--- config.mk ---
export PLATFORM = sky130hd
export DESIGN_NAME = ipf_stream_src
export DESIGN_NICKNAME = d
export VERILOG_FILES = /design/src/rtl/ipf_pkg.sv /design/src/rtl/ipf_addr_gen.sv /design/src/rtl/ipf_stream_src.sv
export SDC_FILE = /design/constraint.sdc
export NUM_CORES = 1
export LEC_CHECK = 0
export CAP_MARGIN = 20
export CORE_MARGIN = 2
export CORE_UTILIZATION = 51
export CTS_BUF_LIST = sky130_fd_sc_hd__clkbuf_8
export CTS_CLUSTER_DIAMETER = 80
export DETAILED_ROUTE_END_ITERATION = 7
export PLACE_DENSITY = 0.83
export SKIP_CTS_REPAIR_TIMING = 1
export SYNTH_ARGS = -nofsm -noshare
export SYNTH_HDL_FRONTEND = slang
export SYNTH_HIERARCHICAL = 1
export SYNTH_SLANG_ARGS = --single-unit
--- constraint.sdc ---
create_clock -name clk -period 2.75 [get_ports clk]
set_clock_uncertainty 0.05 [all_clocks]
set_input_delay 0.275 -clock clk [delete_from_list [all_inputs] [get_ports clk]]
set_output_delay 0.275 -clock clk [all_outputs]
set_load 0.03 [all_outputs]
--- src/rtl/ipf_pkg.sv ---
// Shared definitions for the IPF pixel-input source: image geometry,
// LCU size codes and lookups, parameter word layout and FSM states.
package ipf_pkg;

  localparam int IMG_W     = 128;
  localparam int ADDR_W    = 14;
  localparam int PAR_W     = 24;
  localparam int LCU_IDX_W = 6;

  // Parameter word layout: {ipf_type[1:0], band_pos[4:0], wo_class, offset[15:0]}
  localparam int PAR_OFFSET_LSB = 0;
  localparam int PAR_OFFSET_W   = 16;
  localparam int PAR_WO_BIT     = 16;
  localparam int PAR_BAND_LSB   = 17;
  localparam int PAR_BAND_W     = 5;
  localparam int PAR_TYPE_LSB   = 22;
  localparam int PAR_TYPE_W     = 2;

  typedef enum logic [1:0] {
    LCU_16 = 2'd0,
    LCU_32 = 2'd1,
    LCU_64 = 2'd2
  } lcu_size_e;

  typedef enum logic [2:0] {
    ST_IDLE,
    ST_FETCH0,
    ST_LOAD0,
    ST_STREAM,
    ST_DRAIN,
    ST_DONE
  } state_e;

  // Size codes 2 and 3 both select 64x64 LCUs.
  function automatic lcu_size_e norm_size(input logic [1:0] cfg);
    case (cfg)
      2'd0:    return LCU_16;
      2'd1:    return LCU_32;
      default: return LCU_64;
    endcase
  endfunction

  // LCU side length minus one (S-1).
  function automatic logic [5:0] lcu_side_m1(input lcu_size_e sz);
    case (sz)
      LCU_16:  return 6'd15;
      LCU_32:  return 6'd31;
      default: return 6'd63;
    endcase
  endfunction

  // LCUs per image side minus one (IMG_W/S - 1).
  function automatic logic [2:0] lcu_per_side_m1(input lcu_size_e sz);
    case (sz)
      LCU_16:  return 3'd7;
      LCU_32:  return 3'd3;
      default: return 3'd1;
    endcase
  endfunction

endpackage

--- src/rtl/ipf_addr_gen.sv ---
// Pixel position counters (col, row, lcu_x, lcu_y) walking the image in
// LCU-raster order, with the size-dependent image address and LCU flags.
module ipf_addr_gen
  import ipf_pkg::*;
(
  input  logic                 clk,
  input  logic                 reset,
  input  lcu_size_e            size,
  input  logic                 clear,
  input  logic                 adv,
  output logic [ADDR_W-1:0]    addr,
  output logic [2:0]           lcu_x,
  output logic [2:0]           lcu_y,
  output logic [LCU_IDX_W-1:0] lcu_idx,
  output logic                 lcu_first,
  output logic                 lcu_last,
  output logic                 frame_last
);

  logic [5:0] col;
  logic [5:0] row;
  logic       col_end;
  logic       row_end;
  logic       x_end;
  logic       y_end;

  assign col_end    = (col == lcu_side_m1(size));
  assign row_end    = (row == lcu_side_m1(size));
  assign x_end      = (lcu_x == lcu_per_side_m1(size));
  assign y_end      = (lcu_y == lcu_per_side_m1(size));
  assign lcu_first  = (col == 6'd0) && (row == 6'd0);
  assign lcu_last   = x_end && y_end;
  assign frame_last = col_end && row_end && lcu_last;

  // Advance col -> row -> lcu_x -> lcu_y by one pixel per enabled cycle.
  // NOTE: state is updated with non-blocking assignments so every counter
  // sees the pre-edge values of the others within the same clock edge.
  always_ff @(posedge clk) begin
    if (reset || clear) begin
      col   <= '0;
      row   <= '0;
      lcu_x <= '0;
      lcu_y <= '0;
    end else if (adv) begin
      if (!col_end) begin
        col <= col + 6'd1;
      end else begin
        col <= '0;
        if (!row_end) begin
          row <= row + 6'd1;
        end else begin
          row <= '0;
          if (!x_end) begin
            lcu_x <= lcu_x + 3'd1;
          end else begin
            lcu_x <= '0;
            lcu_y <= y_end ? 3'd0 : lcu_y + 3'd1;
          end
        end
      end
    end
  end

  // Pack {lcu_y, row, lcu_x, col} with field widths set by the LCU size.
  // NOTE: every output gets a default before the case so no latch is inferred.
  always_comb begin
    addr    = '0;
    lcu_idx = '0;
    case (size)
      LCU_16: begin
        addr    = {lcu_y, row[3:0], lcu_x, col[3:0]};
        lcu_idx = {lcu_y, lcu_x};
      end
      LCU_32: begin
        addr    = {lcu_y[1:0], row[4:0], lcu_x[1:0], col[4:0]};
        lcu_idx = {2'b00, lcu_y[1:0], lcu_x[1:0]};
      end
      default: begin
        addr    = {lcu_y[0], row, lcu_x[0], col};
        lcu_idx = {4'b0000, lcu_y[0], lcu_x[0]};
      end
    endcase
  end

endmodule

--- src/rtl/ipf_stream_src.sv ---
// Host-side IPF pixel source: reads the image in LCU-raster order, streams
// pixels to the IPF with back-pressure, and prefetches per-LCU parameters.
module ipf_stream_src
  import ipf_pkg::*;
(
  input  logic                 clk,
  input  logic                 reset,
  input  logic                 start,
  input  logic [1:0]           lcu_size_cfg,
  output logic                 img_rd_en,
  output logic [ADDR_W-1:0]    img_rd_addr,
  input  logic [7:0]           img_rd_data,
  output logic [LCU_IDX_W-1:0] par_rd_addr,
  input  logic [PAR_W-1:0]     par_rd_data,
  input  logic                 busy,
  output logic                 in_en,
  output logic [7:0]           din,
  output logic [1:0]           ipf_type,
  output logic [4:0]           ipf_band_pos,
  output logic                 ipf_wo_class,
  output logic [15:0]          ipf_offset,
  output logic [2:0]           lcu_x,
  output logic [2:0]           lcu_y,
  output logic [1:0]           lcu_size,
  output logic                 done
);

  state_e                 state;
  lcu_size_e              size_q;
  logic                   rd_vld_q;
  logic                   par_req_q;
  logic                   par_cap_q;
  logic [PAR_W-1:0]       shadow_q;
  logic [PAR_W-1:0]       par_q;
  logic                   issue;
  logic                   frame_start;
  logic [ADDR_W-1:0]      ag_addr;
  logic [2:0]             ag_lcu_x;
  logic [2:0]             ag_lcu_y;
  logic [LCU_IDX_W-1:0]   ag_lcu_idx;
  logic                   ag_lcu_first;
  logic                   ag_lcu_last;
  logic                   ag_frame_last;

  assign frame_start = start && ((state == ST_IDLE) || (state == ST_DONE));
  assign issue       = (state == ST_STREAM) && !busy;

  assign img_rd_en   = issue;
  assign img_rd_addr = ag_addr;

  // Image memory returns data one cycle after the strobe; rd_vld_q marks it.
  assign in_en = rd_vld_q;
  assign din   = rd_vld_q ? img_rd_data : 8'd0;

  assign ipf_type     = par_q[PAR_TYPE_LSB +: PAR_TYPE_W];
  assign ipf_band_pos = par_q[PAR_BAND_LSB +: PAR_BAND_W];
  assign ipf_wo_class = par_q[PAR_WO_BIT];
  assign ipf_offset   = par_q[PAR_OFFSET_LSB +: PAR_OFFSET_W];
  assign lcu_size     = size_q;

  ipf_addr_gen u_addr_gen (
    .clk        (clk),
    .reset      (reset),
    .size       (size_q),
    .clear      (frame_start),
    .adv        (issue),
    .addr       (ag_addr),
    .lcu_x      (ag_lcu_x),
    .lcu_y      (ag_lcu_y),
    .lcu_idx    (ag_lcu_idx),
    .lcu_first  (ag_lcu_first),
    .lcu_last   (ag_lcu_last),
    .frame_last (ag_frame_last)
  );

  // Frame control FSM plus parameter prefetch/shadow and the read-valid pipe.
  always_ff @(posedge clk) begin
    if (reset) begin
      state     <= ST_IDLE;
      size_q    <= LCU_16;
      rd_vld_q  <= 1'b0;
      par_req_q <= 1'b0;
      par_cap_q <= 1'b0;
      shadow_q  <= '0;
      par_q     <= '0;
      par_rd_addr <= '0;
      lcu_x     <= '0;
      lcu_y     <= '0;
      done      <= 1'b0;
    end else begin
      rd_vld_q  <= issue;
      // Prefetched word is valid one cycle after its address is driven.
      par_req_q <= 1'b0;
      par_cap_q <= par_req_q;
      if (par_cap_q) shadow_q <= par_rd_data;

      case (state)
        ST_IDLE, ST_DONE: begin
          if (start) begin
            state       <= ST_FETCH0;
            size_q      <= norm_size(lcu_size_cfg);
            par_rd_addr <= '0;
            done        <= 1'b0;
          end
        end
        ST_FETCH0: state <= ST_LOAD0;
        ST_LOAD0: begin
          shadow_q <= par_rd_data;
          state    <= ST_STREAM;
        end
        ST_STREAM: begin
          if (issue) begin
            if (ag_lcu_first) begin
              // Outputs switch as pixel 0 of this LCU is read, so they
              // line up with its in_en cycle; then fetch the next LCU's word.
              par_q <= shadow_q;
              lcu_x <= ag_lcu_x;
              lcu_y <= ag_lcu_y;
              if (!ag_lcu_last) begin
                par_rd_addr <= ag_lcu_idx + 6'd1;
                par_req_q   <= 1'b1;
              end
            end
            if (ag_frame_last) state <= ST_DRAIN;
          end
        end
        ST_DRAIN: begin
          state <= ST_DONE;
          done  <= 1'b1;
        end
        default: state <= ST_IDLE;
      endcase
    end
  end

endmodule

# Yosys cells after proc, flatten, opt, wreduce, memory -nomap -nowiden
# Index checks and enable logic that the tools add are counted.
# totals
elab_cells	90
ff_bits	87
input_bits	38
# classes
eq_ne	16
bitwise_logic	3
n_reduce_logical	27
add_sub_neg	5
n_mux	24
# ops
op	count
24-bit 2-to-1 mux	2
6-bit 2-to-1 mux	6
6-bit one-hot mux with 2 select lines	3
14-bit one-hot mux with 2 select lines	1
6-bit by 1-bit adder with 6-bit output, second input constant	3
3-bit 2-to-1 mux	5
3-bit one-hot mux with 5 select lines	1
6-bit == test	2
6-bit zero test	2
2-bit != test, second input constant	5
3-bit AND reduction	3
8-bit 2-to-1 mux	1
3-bit by 1-bit adder with 3-bit output, second input constant	2
3-bit by 2-bit == test with 1-bit output, second input constant	2
3-bit == test	2
3-bit == test, second input constant	2
1-bit logical AND	6
3-bit one-hot mux with 2 select lines	1
2-bit AND reduction	3
2-bit nonzero test	3
5-bit AND reduction	1
2-bit by 1-bit == test with 1-bit output, second input constant	2
2-bit zero test	2
2-bit one-hot mux with 2 select lines	1
10 further kinds	14

# Depth between registers and ports, before layout
# Gate-level depths: netlist of the first run.
# depth
word_depth	8
depth_mapped	10
mapped_depth_nobuf	9

# Hierarchy
# Netlist of the first run, hierarchy kept.
# modules_own_cells
module	seq_area_each_um2	instances	area_per_inst_um2	cells_each
ipf_stream_src	1381.3	1	2632.5	326
ipf_addr_gen	360.3	1	1330.0	159

# Worst setup path before layout of the first run
# OpenSTA, ideal clock, no wires.
# synth_timing
kind	reg-to-reg
startpoint	reg state[2]
endpoint	reg u_addr_gen.lcu_y[2]
setup_slack_ns	0.749
path_stages_with_launch	10
arrival_ns	1.880
path_cell_list	dfxtp_1 buf_6 and4bb_1 buf_2 and4_1 o31ai_2 buf_2 nor3_2 nand4b_1 a21oi_1
# synth_via
elab_cells_between_ends	8
classes_between	eq/ne: 2; reduce/logical: 6
# synth_lines
element	line	source
start, declared	ipf_stream_src.sv:28	state_e state;
start signal, assigned	ipf_stream_src.sv:79	state <= ST_IDLE;
start signal, assigned	ipf_stream_src.sv:100	state <= ST_FETCH0;
start signal, assigned	ipf_stream_src.sv:106	ST_FETCH0: state <= ST_LOAD0;
3-bit by 2-bit == test with 1-bit output	ipf_stream_src.sv:46	assign issue = (state == ST_STREAM) && !busy;
1-bit logical AND	ipf_stream_src.sv:46	
via img_rd_en	ipf_stream_src.sv:10	output logic img_rd_en,
4-bit AND reduction (no line)	--	
end signal, assigned	ipf_addr_gen.sv:57	lcu_y <= y_end ? 3'd0 : lcu_y + 3'd1;
end, declared	ipf_addr_gen.sv:13	output logic [2:0] lcu_y,
# The timed path passes the listed nets, and every way through them passes these cells.
# A chain may end at the register's enable or synchronous reset.

# Final worst setup path of the first run
# layout_timing
startpoint	reg size_q[1], in the netlist lcu_size[1]
endpoint	out img_rd_addr[4]
# layout_via
elab_chain_len	2
elab_cells_between_ends	3
classes_between	eq/ne: 1; mux: 1; reduce/logical: 1
# layout_lines
element	line	source
start, declared	ipf_stream_src.sv:29	lcu_size_e size_q;
start signal, assigned	ipf_stream_src.sv:101	size_q <= norm_size(lcu_size_cfg);
2-bit by 1-bit == test with 1-bit output / 2-bit zero test (equally long branches)	ipf_addr_gen.sv:69	case (size)
14-bit one-hot mux with 2 select lines (*)	ipf_addr_gen.sv:69	
end, declared	ipf_stream_src.sv:11	output logic [ADDR_W-1:0] img_rd_addr,
# Mark *: on every way between the ends. The rest lies on a longest branch, timed or not.

==> flow_summary.yaml, run 1 <==
status:
  outcome: "finished, final reports clean"
yosys:
  ys.flop_type: "dfxtp_1"
  synth.avg_cell_area_um2: 8.17
  synth-edff-count: 0
  synth_seq_cells: 87
  synth_fp_nets: 530
  ys_warn_count: 6
  ys_seq_area_share_pct: 44.0
  yosysUniqueCellTypes: 54
  synth_area_leader_cell: "dfxtp_1"
  syn_area_mm2: 0.00396
  synth-async-reset-ratio_pct: 0
  synth.top_cells.by_area: "dfxtp_1, nand2_1, a21oi_1"
  synth_top_area_share_pct: 44.0
  syn-instance-count: 485
clock_tree:
  cts_tree: "yes"
  clockRootBuffer: "clkbuf_8"
  clk_pin_slew_worst_paths_ns: 0.09
  cts_made_buffers: 9
  clockBufferDepth: 2
  clkLatencyLatePin_ns: 0.37
  htree_levels: 3
  cts_sinks: 87
cells_and_area:
  final_nets: 609
  syn_to_final_growth_pct: 28.7
  fin_cells: 671
  num_antenna_cells: 0
  final_area_mm2: 0.00510
  drive_above_1_share_pct: 8.08
pwr:
  power.internal_mw: 1.75
  peakVddDrop_mv: 0.376
  p_sw_mw: 0.663
  comb_power_share_pct: 9.1
  powerDensity_mw_per_mm2: 473
  p_clk_share_pct: 36.3
  power_mw: 2.41
  p_seq_share_pct: 54.6
  swShare_pct: 27.5
  power_leakage_nw: 1.77
floorplan:
  start_util_pct: 52.1
  rows: 32
  die_w_um: 92.1
  core_area_mm2: 0.00761
  io_pins: 101
  die_h_um: 92.1
  die_area_mm2: 0.00849
setup_path:
  path_max_fanout: 18
  crit_type: "reg -> out"
  cpPeakStageDelay_ns: 0.69
  crit_chain: "nor2_1 > mux2_2 > clkdlybuf4s50_1"
  crit_path_start_kind: "flop"
  worstPathArrival_ns: 2.17
  crit_path_top_delay_cell: "dfxtp_1"
  end_kind: "primary output"
  cp.required_ns: 2.42
grt:
  grt_pass1_vias: 3238
  grt_max_degree: 46
  grt_pass1_wl_um: 15500
  grt_usage_pct: 22.7
  grt_overflow_total: 0
  antenna_found_initial: 0
timing:
  final-hold-violation-count: 0
  grt_setup_unrepaired: "no"
  fin_crit_ns: 2.50
  setup_viol: 0
  max_clock_freq_mhz: 400
  period_share_pct: 90.8
  slew_viol_final: 0
  relSlewSlack_pct: 44.6
  worst_slew_pin_slew_ns: 0.826
  finalSetupTns_ns: 0
place:
  dp.cells: 655
  gp_congestion: 0.821
  dpl.hpwl_um: 6280
  placed_area_mm2: 0.00490
  port-buffer-count: 100
detailed_routing:
  avgViaCountPerCell: 5.27
  drc_errors: 0
  drt_iter0_markers: 159
  postRouteWirelength_um: 9230
  num_vias: 3534
  wl_per_cell_um: 13.8
  first_pass_iters: 5
  postRouteAntennaNets: 0
min_path:
  hold_path.class: "in -> reg"
run:
  max-cap-violations: 0
-- final timing paths --
kind	end	cells after the start	from	slack [ns]
setup / recovery	img_rd_addr[4]	3	lcu_size[1]$_SDFFE_PP0P_	0.25
hold / removal	state[2]$_SDFFE_PP0P_	2	reset	0.30
setup reg to reg	u_addr_gen/lcu_x[0]$_SDFFE_PP0P_	5	lcu_size[1]$_SDFFE_PP0P_	0.37
hold reg to reg	par_q[13]$_SDFFE_PP0P_	2	shadow_q[13]$_SDFFE_PP0P_	0.40
-- critical path, delay by kind of cell, from the launching register on --
family | cells | cell delay (ns)
buffers and inverters | 1 | 0.67
AND/OR/NAND/NOR | 1 | 0.18
flip-flops | 1 | 0.69
multiplexers | 1 | 0.27
-- routing by layer --
| layer | vias to the layer above | global-route usage [%] | routed length [µm] |
|---|---|---|---|
| met5 | - | 0 | 0 |
| met4 | 0 | 9.33 | 204 |
| met3 | 14 | 3.29 | 509 |
| met2 | 108 | 37.1 | 4440 |
| met1 | 1641 | 30.3 | 4080 |
| li1 | 1771 | - | - |
-- cell families after synthesis --
kind of cell / after synthesis / synth area share, %
compound gates: 99 / 14.9
fa+ha+maj: 7 / 2.21
buf+inv: 47 / 6.88
flops: 87 / 44.0
simple gates: 221 / 26.2
mux: 9 / 2.34
xor+xnor: 15 / 3.51
-- through the flow --
step | utilization [%] | hold slack [ns] | worst slack (ns)
2_1_floorplan | - | 0.361 | 0.749
3_3_place_gp | 64.4 | 0.368 | 0.427
3_5_place_dp | 64.4 | 0.386 | 0.367
4_1_cts | 67.0 | 0.285 | 0.260
5_1_grt | 67.0 | 0.318 | 0.125
6_report | 67.0 | 0.300 | 0.253
-- flip-flops by register name, indices dropped and copies added (netlist names) --
register	cells
par_cap_q	1
u_addr_gen/lcu_x	3
lcu_y	3
state	3
par_req_q	1
shadow_q	24
par_q	24
u_addr_gen/col	6
u_addr_gen/row	6
lcu_size	2
par_rd_addr	6
in_en	1
done	1
lcu_x	3
u_addr_gen/lcu_y	3
-- synthesized netlist by cell type, drive strengths merged (4+ instances only) --
library cell  number
a21oi             72
and2              11
and3               7
and4bb             4
buf               27
clkbuf            12
dfxtp             87
ha                 7
inv                8
mux2i              7
nand2            131
nand3             14
nor2              25
nor2b              5
o21ai             11
o31ai              4
xnor2              7
xor2               8
-- power by group through the flow --
stage	registers (mW)	clock network, mW	logic, mW
3_5_place_dp	1.34	0	0.219
3_3_place_gp	1.34	0	0.215
5_1_grt	1.32	0.954	0.244
2_1_floorplan	1.34	0	0.137
4_1_cts	1.32	0.896	0.221
6_report	1.32	0.875	0.220
-- cell type report --
cell class	count	area, µm²
clock inverters	7	76.3
multi-input cells	351	1950
repair buffers	107	1050
clock buffers	9	124
fillers	634	2510
well taps	102	128
flip-flops and latches	87	1740
inverters	8	30.0
-- placed cells by master (no fill, tap or decap), types with 3 or more instances in the layout --
| cell | n |
|---|---|
| clkinv_4 | 3 |
| inv_1 | 7 |
| ha_1 | 7 |
| a31oi_1 | 3 |
| nand2_1 | 131 |
| buf_4 | 7 |
| clkdlybuf4s50_1 | 99 |
| a21oi_2 | 5 |
| nor2b_1 | 5 |
| and4bb_2 | 3 |
| xor2_1 | 7 |
| nor2_1 | 25 |
| o21ai_0 | 10 |
| a21oi_1 | 67 |
| and3_1 | 7 |
| nand4b_1 | 3 |
| nand2b_1 | 3 |
| and2_1 | 10 |
| xnor2_1 | 7 |
| clkbuf_8 | 9 |
| inv_8 | 3 |
| mux2i_1 | 7 |
| nand3_1 | 14 |
| dfxtp_1 | 87 |
No activity file was read; power rests on OpenSTA's default activity.
==> run 2: changes to the inputs <==
Settings changed: CORE_UTILIZATION 51 to 45, PLACE_DENSITY 0.83 to 0.74.
==> flow_summary.yaml, run 2 (synthesized netlist as in run 1, its figures left out) <==
clock_tree:
  clkLatencyLatePin_ns: 0.36
  cts_made_buffers: 9
  cts_sinks: 87
  cts_tree: "yes"
  clk_pin_slew_worst_paths_ns: 0.09
  clockBufferDepth: 2
  htree_levels: 3
  clockRootBuffer: "clkbuf_8"
grt:
  grt_pass1_wl_um: 15500
  grt_usage_pct: 19.5
  grt_overflow_total: 0
  antenna_found_initial: 0
  grt_pass1_vias: 3277
  grt_max_degree: 71
timing:
  slew_viol_final: 0
  period_share_pct: 90.5
  relSlewSlack_pct: 45.5
  max_clock_freq_mhz: 402
  finalSetupTns_ns: 0
  worst_slew_pin_slew_ns: 0.812
  final-hold-violation-count: 0
  setup_viol: 0
  grt_setup_unrepaired: "no"
  fin_crit_ns: 2.49
cells_and_area:
  syn_to_final_growth_pct: 28.6
  reg_top3: "par_q: 24 flops, shadow_q: 24 flops"
  final_cell_mix: "nand2_1, clkdlybuf4s50_1, dfxtp_1, a21oi_1, nor2_1"
  layout.area.seq_mm2: 0.00174
  utilization_pct: 59.0
  multi_input_area_mm2: 0.00195
  fillCellCount: 767
  final_nets: 608
  drive_above_1_share_pct: 7.92
  layout.cells.most_common: "nand2_1"
  num_antenna_cells: 0
floorplan:
  io_pins: 101
  core_area_mm2: 0.00864
  start_util_pct: 45.9
  die_h_um: 97.8
  rows: 34
  die_w_um: 97.8
  die_area_mm2: 0.00957
setup_path:
  end_kind: "primary output"
  cpLargestDelayFamily: "buffers and inverters"
  worst-path-buf-inv: 1
  cpPeakStageDelay_ns: 0.67
  crit_path_top_delay_cell: "clkdlybuf4s50_1"
  crit_path_start_kind: "flop"
  cp.required_ns: 2.42
  worstPathArrival_ns: 2.16
  crit_chain: "nor2_1 > mux2_2 > clkdlybuf4s50_1"
  path_max_fanout: 10
  crit_type: "reg -> out"
place:
  dpl.hpwl_um: 6390
  gp_congestion: 0.784
  port-buffer-count: 100
detailed_routing:
  wl_per_cell_um: 13.6
  avgViaCountPerCell: 5.16
  postRouteAntennaNets: 0
  postRouteWirelength_um: 9180
  top_layer_used: "met4"
  first_pass_iters: 4
  drc_errors: 0
  drt_iter0_markers: 161
  met1_length_um: 4220
  route.met3.wl_um: 443
  wl_met2_um: 4400
  num_vias: 3485
pwr:
  peakVddDrop_mv: 0.291
  powerDensity_mw_per_mm2: 471
  power_leakage_nw: 1.77
status:
  outcome: "finished, final reports clean"
min_path:
  hold_path.class: "in -> reg"
run:
  max-cap-violations: 0
## run 2: final timing paths
| check | start | endpoint | slack (ns) | cells after the start |
|---|---|---|---|---|
| setup reg to reg | u_addr_gen/row[4]$_SDFFE_PP0P_ | par_q[16]$_SDFFE_PP0P_ | 0.39 | 5 |
| hold reg to reg | par_req_q$_SDFF_PP0_ | par_cap_q$_SDFF_PP0_ | 0.40 | 1 |
| setup / recovery | lcu_size[0]$_SDFFE_PP0P_ | img_rd_addr[11] | 0.26 | 3 |
| hold / removal | reset | u_addr_gen/lcu_x[1]$_SDFFE_PP0P_ | 0.36 | 3 |
## run 2: cell type report
cell class	instances	area share, %
multi-input combinational	351	38.3
sequential	87	34.2
timing repair buffer	106	20.4
tap	108	2.65
clock buffer	9	2.43
clock inverter	7	1.45
inverter	8	0.589
## run 2: power breakdown
part,switching [mW],internal [mW],total (mW)
registers,0.0248,1.29,1.31
logic,0.122,0.0986,0.220
clock network,0.509,0.356,0.865
total,0.655,1.74,2.40
## run 2: tightest hold or removal path, delay by kind of cell
kind / cells / cell delay (ns)
AOI/OAI and AO/OA: 1 / 0.06
buffers and inverters: 1 / 0.09
and+or+nand+nor: 1 / 0.28
## run 2: through the flow
stage	area (µm²)	std cells	setup slack (ns)	total power [mW]	hold WS, ns
floorplan	3960	485	0.749	1.47	0.361
global placement	4900	660	0.462	1.56	0.369
detailed placement	4900	660	0.413	1.56	0.379
CTS	5100	676	0.255	2.42	0.344
global route	5100	676	0.149	2.51	0.383
finish	5100	676	0.262	2.40	0.361
## run 2: metal layers
metal / up-vias / GRT usage (%)
li1: 1771 / -
met1: 1608 / 25.7
met2: 92 / 32.4
met3: 14 / 4.01
met4: 0 / 5.98
met5: - / 0
